$ cat config.mk
export PLATFORM = sky130hd
export DESIGN_NAME = imem_loader_flat
export DESIGN_NICKNAME = d
export VERILOG_FILES = /design/src/rtl/imem_loader_pkg.sv /design/src/rtl/imem_loader_if.sv /design/src/rtl/imem_loader_byte_packer.sv /design/src/rtl/imem_loader.sv /design/src/flat_wrapper.sv
export SDC_FILE = /design/constraint.sdc
export NUM_CORES = 1
export LEC_CHECK = 0
export CAP_MARGIN = 30
export CORE_MARGIN = 3
export CORE_UTILIZATION = 28
export CTS_BUF_LIST = sky130_fd_sc_hd__clkbuf_4 sky130_fd_sc_hd__clkbuf_8
export DETAILED_ROUTE_END_ITERATION = 10
export DONT_BUFFER_PORTS = 1
export PLACE_DENSITY = 0.47
export SYNTH_ARGS = -nofsm -noshare
export SYNTH_HDL_FRONTEND = slang
export SYNTH_HIERARCHICAL = 1
export SYNTH_SLANG_ARGS = --single-unit
$ cat constraint.sdc
create_clock -name clk -period 3.2 [get_ports clk]
set_input_delay 0.64 -clock clk [delete_from_list [all_inputs] [get_ports clk]]
set_output_delay 0.64 -clock clk [all_outputs]
set_load 0.05 [all_outputs]
$ cat src/rtl/imem_loader_pkg.sv
// Shared types and constants for the instruction-memory loader.
// Also holds the word-index to byte-address helper used by the top level.
package imem_loader_pkg;

  typedef enum logic [2:0] {
    IDLE,
    HDR,
    DATA,
    WRITE,
    DONE,
    ERR
  } loader_state_t;

  localparam int unsigned HDR_BYTES  = 4;
  localparam int unsigned WORD_BYTES = 4;

  // Byte address of a word slot; wraps modulo 2^32 with the adder.
  function automatic logic [31:0] wordAddr(input logic [31:0] base, input logic [31:0] index);
    return base + (index << 2);
  endfunction

endpackage

$ cat src/rtl/imem_loader_if.sv
// Byte-stream input and instruction-memory write port of the loader.
// The master modport is the loader's view; slave is the source/memory side.
interface imem_loader_if;

  logic        inValid;
  logic [7:0]  inData;
  logic        inReady;
  logic        memWr;
  logic [31:0] memAddr;
  logic [31:0] memData;

  modport master (
    input  inValid,
    input  inData,
    output inReady,
    output memWr,
    output memAddr,
    output memData
  );

  modport slave (
    output inValid,
    output inData,
    input  inReady,
    input  memWr,
    input  memAddr,
    input  memData
  );

endinterface

$ cat src/rtl/imem_loader_byte_packer.sv
// Little-endian byte-to-word packer shared by the header count and the data words.
// The word output already includes the byte being accepted, so it is valid alongside wordReady.
module byte_packer
  import imem_loader_pkg::*;
(
  input  logic        clk,
  input  logic        rst,
  input  logic        clear,
  input  logic        accept,
  input  logic [7:0]  inByte,
  output logic [31:0] word,
  output logic        wordReady
);

  localparam int unsigned PACK_BYTES = (HDR_BYTES > WORD_BYTES) ? HDR_BYTES : WORD_BYTES;
  localparam logic [1:0]  LAST_BYTE  = 2'(PACK_BYTES - 1);

  logic [1:0]  byteCount;
  logic [23:0] shiftReg;

  // Earlier bytes shift down so the first byte of a group ends up in bits [7:0].
  always_ff @(posedge clk or posedge rst) begin
    if (rst) begin
      byteCount <= 2'd0;
      shiftReg  <= 24'd0;
    end else if (clear) begin
      byteCount <= 2'd0;
      shiftReg  <= 24'd0;
    end else if (accept) begin
      byteCount <= byteCount + 2'd1;
      shiftReg  <= {inByte, shiftReg[23:8]};
    end
  end

  assign word      = {inByte, shiftReg};
  assign wordReady = accept && (byteCount == LAST_BYTE);

endmodule

$ cat src/rtl/imem_loader.sv
// Loads a length-prefixed byte image into instruction memory, one 32-bit word at a time,
// keeping the core in reset until the whole image has been written.
module imem_loader
  import imem_loader_pkg::*;
#(
  parameter logic [31:0] BASE_ADDR   = 32'h0,
  parameter int unsigned DEPTH_WORDS = 256
) (
  input  logic          clk,
  input  logic          rst,
  input  logic          start,
  imem_loader_if.master bus,
  output logic          cpuReset,
  output logic          busy,
  output logic          done,
  output logic          error
);

  loader_state_t state;
  loader_state_t nextState;

  logic [31:0] nWords;
  logic [31:0] wordIndex;
  logic [31:0] memDataReg;

  logic        packClear;
  logic        packAccept;
  logic [31:0] packWord;
  logic        packWordReady;

  byte_packer packer (
    .clk       (clk),
    .rst       (rst),
    .clear     (packClear),
    .accept    (packAccept),
    .inByte    (bus.inData),
    .word      (packWord),
    .wordReady (packWordReady)
  );

  always_ff @(posedge clk or posedge rst) begin
    if (rst) begin
      state <= IDLE;
    end else begin
      state <= nextState;
    end
  end

  // Start is only honoured when no load is running, so a pulse during HDR/DATA/WRITE is dropped.
  always_comb begin
    nextState = state;
    packClear = 1'b0;
    case (state)
      IDLE, DONE, ERR: begin
        if (start) begin
          nextState = HDR;
          packClear = 1'b1;
        end
      end
      HDR: begin
        if (packWordReady) begin
          if (packWord == 32'd0) begin
            nextState = DONE;
          end else if (packWord > 32'(DEPTH_WORDS)) begin
            nextState = ERR;
          end else begin
            nextState = DATA;
          end
        end
      end
      DATA: begin
        if (packWordReady) begin
          nextState = WRITE;
        end
      end
      WRITE: begin
        if (wordIndex + 32'd1 == nWords) begin
          nextState = DONE;
        end else begin
          nextState = DATA;
        end
      end
      default: nextState = IDLE;
    endcase
  end

  // The index stays on the last word after the final write so it never passes N-1.
  always_ff @(posedge clk or posedge rst) begin
    if (rst) begin
      nWords     <= 32'd0;
      wordIndex  <= 32'd0;
      memDataReg <= 32'd0;
    end else begin
      if (packClear) begin
        wordIndex <= 32'd0;
      end
      if (state == HDR && packWordReady) begin
        nWords <= packWord;
      end
      if (state == DATA && packWordReady) begin
        memDataReg <= packWord;
      end
      if (state == WRITE && nextState == DATA) begin
        wordIndex <= wordIndex + 32'd1;
      end
    end
  end

  assign bus.inReady = (state == HDR) || (state == DATA);
  assign packAccept  = bus.inValid && bus.inReady;
  assign bus.memWr   = (state == WRITE);
  assign bus.memAddr = wordAddr(BASE_ADDR, wordIndex);
  assign bus.memData = memDataReg;

  // Restart from DONE re-asserts core reset in the very cycle Start is seen.
  assign cpuReset = !((state == DONE) && !start);
  assign busy     = (state == HDR) || (state == DATA) || (state == WRITE);
  assign done     = (state == DONE);
  assign error    = (state == ERR);

  memWrSingleCycle: assert property (@(posedge clk) disable iff (rst) bus.memWr |=> !bus.memWr);
  cpuReleaseOnlyInDone: assert property (@(posedge clk) disable iff (rst) !cpuReset |-> state == DONE);

endmodule

$ cat src/flat_wrapper.sv
// flat-port wrapper written by rule: the top's interface ports become plain ports
module imem_loader_flat import imem_loader_pkg::*;
#(
  parameter logic [31:0] BASE_ADDR   = 32'h0,
  parameter int unsigned DEPTH_WORDS = 256
)
  (clk, rst, start, cpuReset, busy, done, error, bus_inValid, bus_inData, bus_inReady, bus_memWr, bus_memAddr, bus_memData);
  imem_loader_if bus_i ();
  input  logic clk;
  input  logic rst;
  input  logic start;
  output logic cpuReset;
  output logic busy;
  output logic done;
  output logic error;
  input wire logic [$bits(bus_i.inValid)-1:0] bus_inValid;
  input wire logic [$bits(bus_i.inData)-1:0] bus_inData;
  output wire logic [$bits(bus_i.inReady)-1:0] bus_inReady;
  output wire logic [$bits(bus_i.memWr)-1:0] bus_memWr;
  output wire logic [$bits(bus_i.memAddr)-1:0] bus_memAddr;
  output wire logic [$bits(bus_i.memData)-1:0] bus_memData;
  assign bus_i.inValid = bus_inValid;
  assign bus_i.inData = bus_inData;
  assign bus_inReady = bus_i.inReady;
  assign bus_memWr = bus_i.memWr;
  assign bus_memAddr = bus_i.memAddr;
  assign bus_memData = bus_i.memData;
  imem_loader #(.BASE_ADDR(BASE_ADDR), .DEPTH_WORDS(DEPTH_WORDS)) u_core (.clk(clk), .rst(rst), .start(start), .bus(bus_i), .cpuReset(cpuReset), .busy(busy), .done(done), .error(error));
endmodule
==> impl_metrics.tcl <==
set metrics [dict create \
    tns_ns 0 \
    numPortBuffers 0 \
    grt_pass1_vias 5381 \
    setup_ws_ns 0.158 \
    root_buffer "clkbuf_8" \
    ys_warn_count 6 \
    syn_to_final_growth_pct 15.8 \
    p_int_mw 3.92 \
    syn_area_sq_um 7170 \
    clkPwrFrac_pct 21.0 \
    endpoint_kind "flip-flop" \
    p_sw_mw 2.93 \
    whs_ns 0.148 \
    async_flop_share_pct 100 \
    antenna_found_initial 1 \
    final-max-slew-violation-count 0 \
    grt_max_degree 55 \
    max_freq_mhz 329 \
    switching_share_pct 42.7 \
    drc 0 \
    yosysMostFrequentCell "dfrtp_1" \
    ys_seq_area_share_pct 43.6 \
    synth_area_leaders "dfrtp_1, mux2_2, buf_4" \
    layout_min_cycle_time_ns 3.04 \
    drt_iter0_markers 342 \
    timing.final.crit_share_pct 95.1 \
    finalSetupViolations 0 \
    critical_path_required_ns 3.56 \
    dieHeight_microns 166 \
    place_inst 1040 \
    regToRegSetupSlack_ns 0.16 \
    first_pass_iters 5 \
    grt_pass1_wl_microns 33400 \
    cts_buffers 17 \
    clock_sinks 125 \
    wl_per_cell_microns 19.5 \
    vdd_drop_max_mv 0.290 \
    ios 82 \
    fill_cells 2576 \
    cts.path.max_buffers 2 \
    path_class "flip-flop to flip-flop" \
    rows 57 \
    min_path_type "input port to asynchronous set/reset pin" \
    avgSynthCellArea_sq_um 10.0 \
    worst-path-max-fanout 14 \
    share_seq_of_total_power_pct 39.8 \
    die_x_microns 166 \
    max_cap_violations 0 \
    combinationalPowerShare_pct 39.2 \
    path_clk_slew_ns 0.08 \
    gp_congestion 0.865 \
    ant_nets 0 \
    rsz0062_at_grt "no" \
    die_area_sq_um 27600 \
    status "finished clean" \
    power_leakage_nw 3.63 \
    skew_ns 0.0133 \
    ys.flop_type "dfrtp_1" \
    tightest_slew_ns 0.663 \
    grt.total_usage_pct 15.4 \
    synth.top_cell.area_share_pct 43.6 \
    crit_arrival_ns 3.40 \
    h-tree-depth 4 \
    powerDensity_nw_per_um2 825 \
    cts_tree "done" \
    vias 5421 \
    syn_inst 717 \
    dp_slack_ns 0.000486 \
    reg2regPathDepth 10 \
    ys_ff_latch 125 \
    synth_area_leader_cell "dfrtp_1" \
    synth_cell_type_count 66 \
    antenna_cells 0 \
    r2r_end "u_core/wordIndex[24]$_DFFE_PP0P_" \
    grt.overflow.total 0 \
    stdcell_count 1081 \
    hold_violations 0 \
    clock_latency_ns 0.44 \
    ys_top_cells_by_count "dfrtp_1, mux2_2, nor2_1" \
    startpoint_type "flip-flop" \
    dp.final_hpwl_microns 15200 \
    slew-limit-headroom_pct 55.4 \
    core_area_sq_um 24700 \
    vias_per_cell 5.01 \
    start_util_pct 29.0 \
    rr_startpoint "u_core/wordIndex[0]$_DFFE_PP0P_" \
    drive_above_1_share_pct 32.2 \
    synth_edf_count 0 \
    wirelength_microns 21000 \
    fin_nets 759 \
]
==> critical path, stage by stage, from the launching register on <==
cell	delay [ns]
dfrtp_1	0.44
ha_4	0.19
and3_4	0.23
nand4_1	0.13
or4_4	0.60
xor2_1	0.18
or3_1	0.33
a21oi_2	0.19
nand2_2	0.13
a21o_4	0.35
o21ai_0	0.19
==> per-stage QoR <==
step,util (%),total power [mW],instance area [sq um]
finish,33.6,6.85,8300
global route,33.6,7.27,8300
CTS,33.0,6.84,8160
detailed placement,31.1,5.36,7710
global placement,31.0,5.32,7680
floorplan,-,4.61,7190
==> power by group through the flow <==
stage	clock (mW)	combinational (mW)	sequential [mW]
global placement	0	2.58	2.74
CTS	1.48	2.64	2.72
floorplan	0	2.17	2.44
detailed placement	0	2.61	2.75
global route	1.56	2.91	2.81
finish	1.44	2.68	2.73
==> layout by cell type, fill, tap and decap left out, types with 4 or more instances in the layout <==
master    count
dfrtp_1     116
buf_4        83
mux2_2       63
nor2_1       47
o21ai_0      40
inv_1        34
nor3_1       34
mux2i_1      29
nand2_1      28
xnor2_1      25
and3_1       23
clkbuf_8     18
nand3_1      18
o21ai_2      17
nand4_1      16
nor4_1       16
xor2_1       15
dfrtp_2       9
inv_6         8
or3_1         8
a21oi_1       7
or4_1         6
nor2b_1       5
a31oi_1       5
and2_1        4
and4_1        4
or2_2         4
o21ai_1       4
==> area by class of cell <==
class,instances,area (sq um),share of cell area [%]
multi-input cells,476,3480,41.9
flip-flops and latches,125,3140,37.8
inverters,35,135,1.63
well taps,324,405,4.88
clock inverters,13,151,1.82
repair buffers,90,743,8.95
clock buffers,18,248,2.98
==> cell families (layout without fill, tap and decap cells) <==
logic type / Yosys count / count (layout) / synth area share, %
and+or+nand+nor: 236 / 236 / 17.7
DFF: 125 / 125 / 43.6
buffers and inverters: 118 / 156 / 9.46
AOI/OAI and AO/OA: 101 / 102 / 9.60
muxes: 93 / 93 / 14.3
xor gates and xnor gates: 41 / 41 / 5.01
adders and majority gates: 2 / 2 / 0.349
other: 1 / 2 / 0.0523
==> how the worst max path moves through the flow <==
stage	from	end	slack, ns
2_1_floorplan	u_core/state[0]$_DFF_PP0_	u_core/nWords[10]$_DFFE_PP0P_	0.04
3_3_place_gp	u_core/wordIndex[3]$_DFFE_PP0P_	u_core/wordIndex[1]$_DFFE_PP0P_	0.002
3_5_place_dp	u_core/wordIndex[0]$_DFFE_PP0P_	u_core/wordIndex[1]$_DFFE_PP0P_	0.0005
4_1_cts	u_core/wordIndex[3]$_DFFE_PP0P_	u_core/wordIndex[1]$_DFFE_PP0P_	0.008
5_1_grt	u_core/wordIndex[1]$_DFFE_PP0P_	u_core/wordIndex[30]$_DFFE_PP0P_	0.02
6_report	u_core/wordIndex[0]$_DFFE_PP0P_	u_core/wordIndex[24]$_DFFE_PP0P_	0.16
==> what timing repair did <==
action,CTS,global route
pin swaps,2,5
setup endpoints to repair,1,33
hold endpoints to repair,3,0
resized for setup,9,20
hold buffers,1,0
setup buffers,0,8
gates cloned,1,0
==> flip-flops by register name, summed over array words and instances (netlist names) <==
| register | count |
|---|---|
| u_core/bus.memData | 32 |
| u_core/nWords | 32 |
| u_core/wordIndex | 32 |
| u_core/packer/shiftReg | 24 |
| u_core/state | 3 |
| u_core/packer/byteCount | 2 |
==> layer usage <==
layer  GRT usage (%)  up-vias  share of wire (%)
li1                -     2573                  -
met1            22.5     2682                 49
met2            22.8      150                 44
met3            4.33       14                6.4
met4            3.25        2               0.87
met5               0        -              0.062
(Power assumes the default switching activity.)
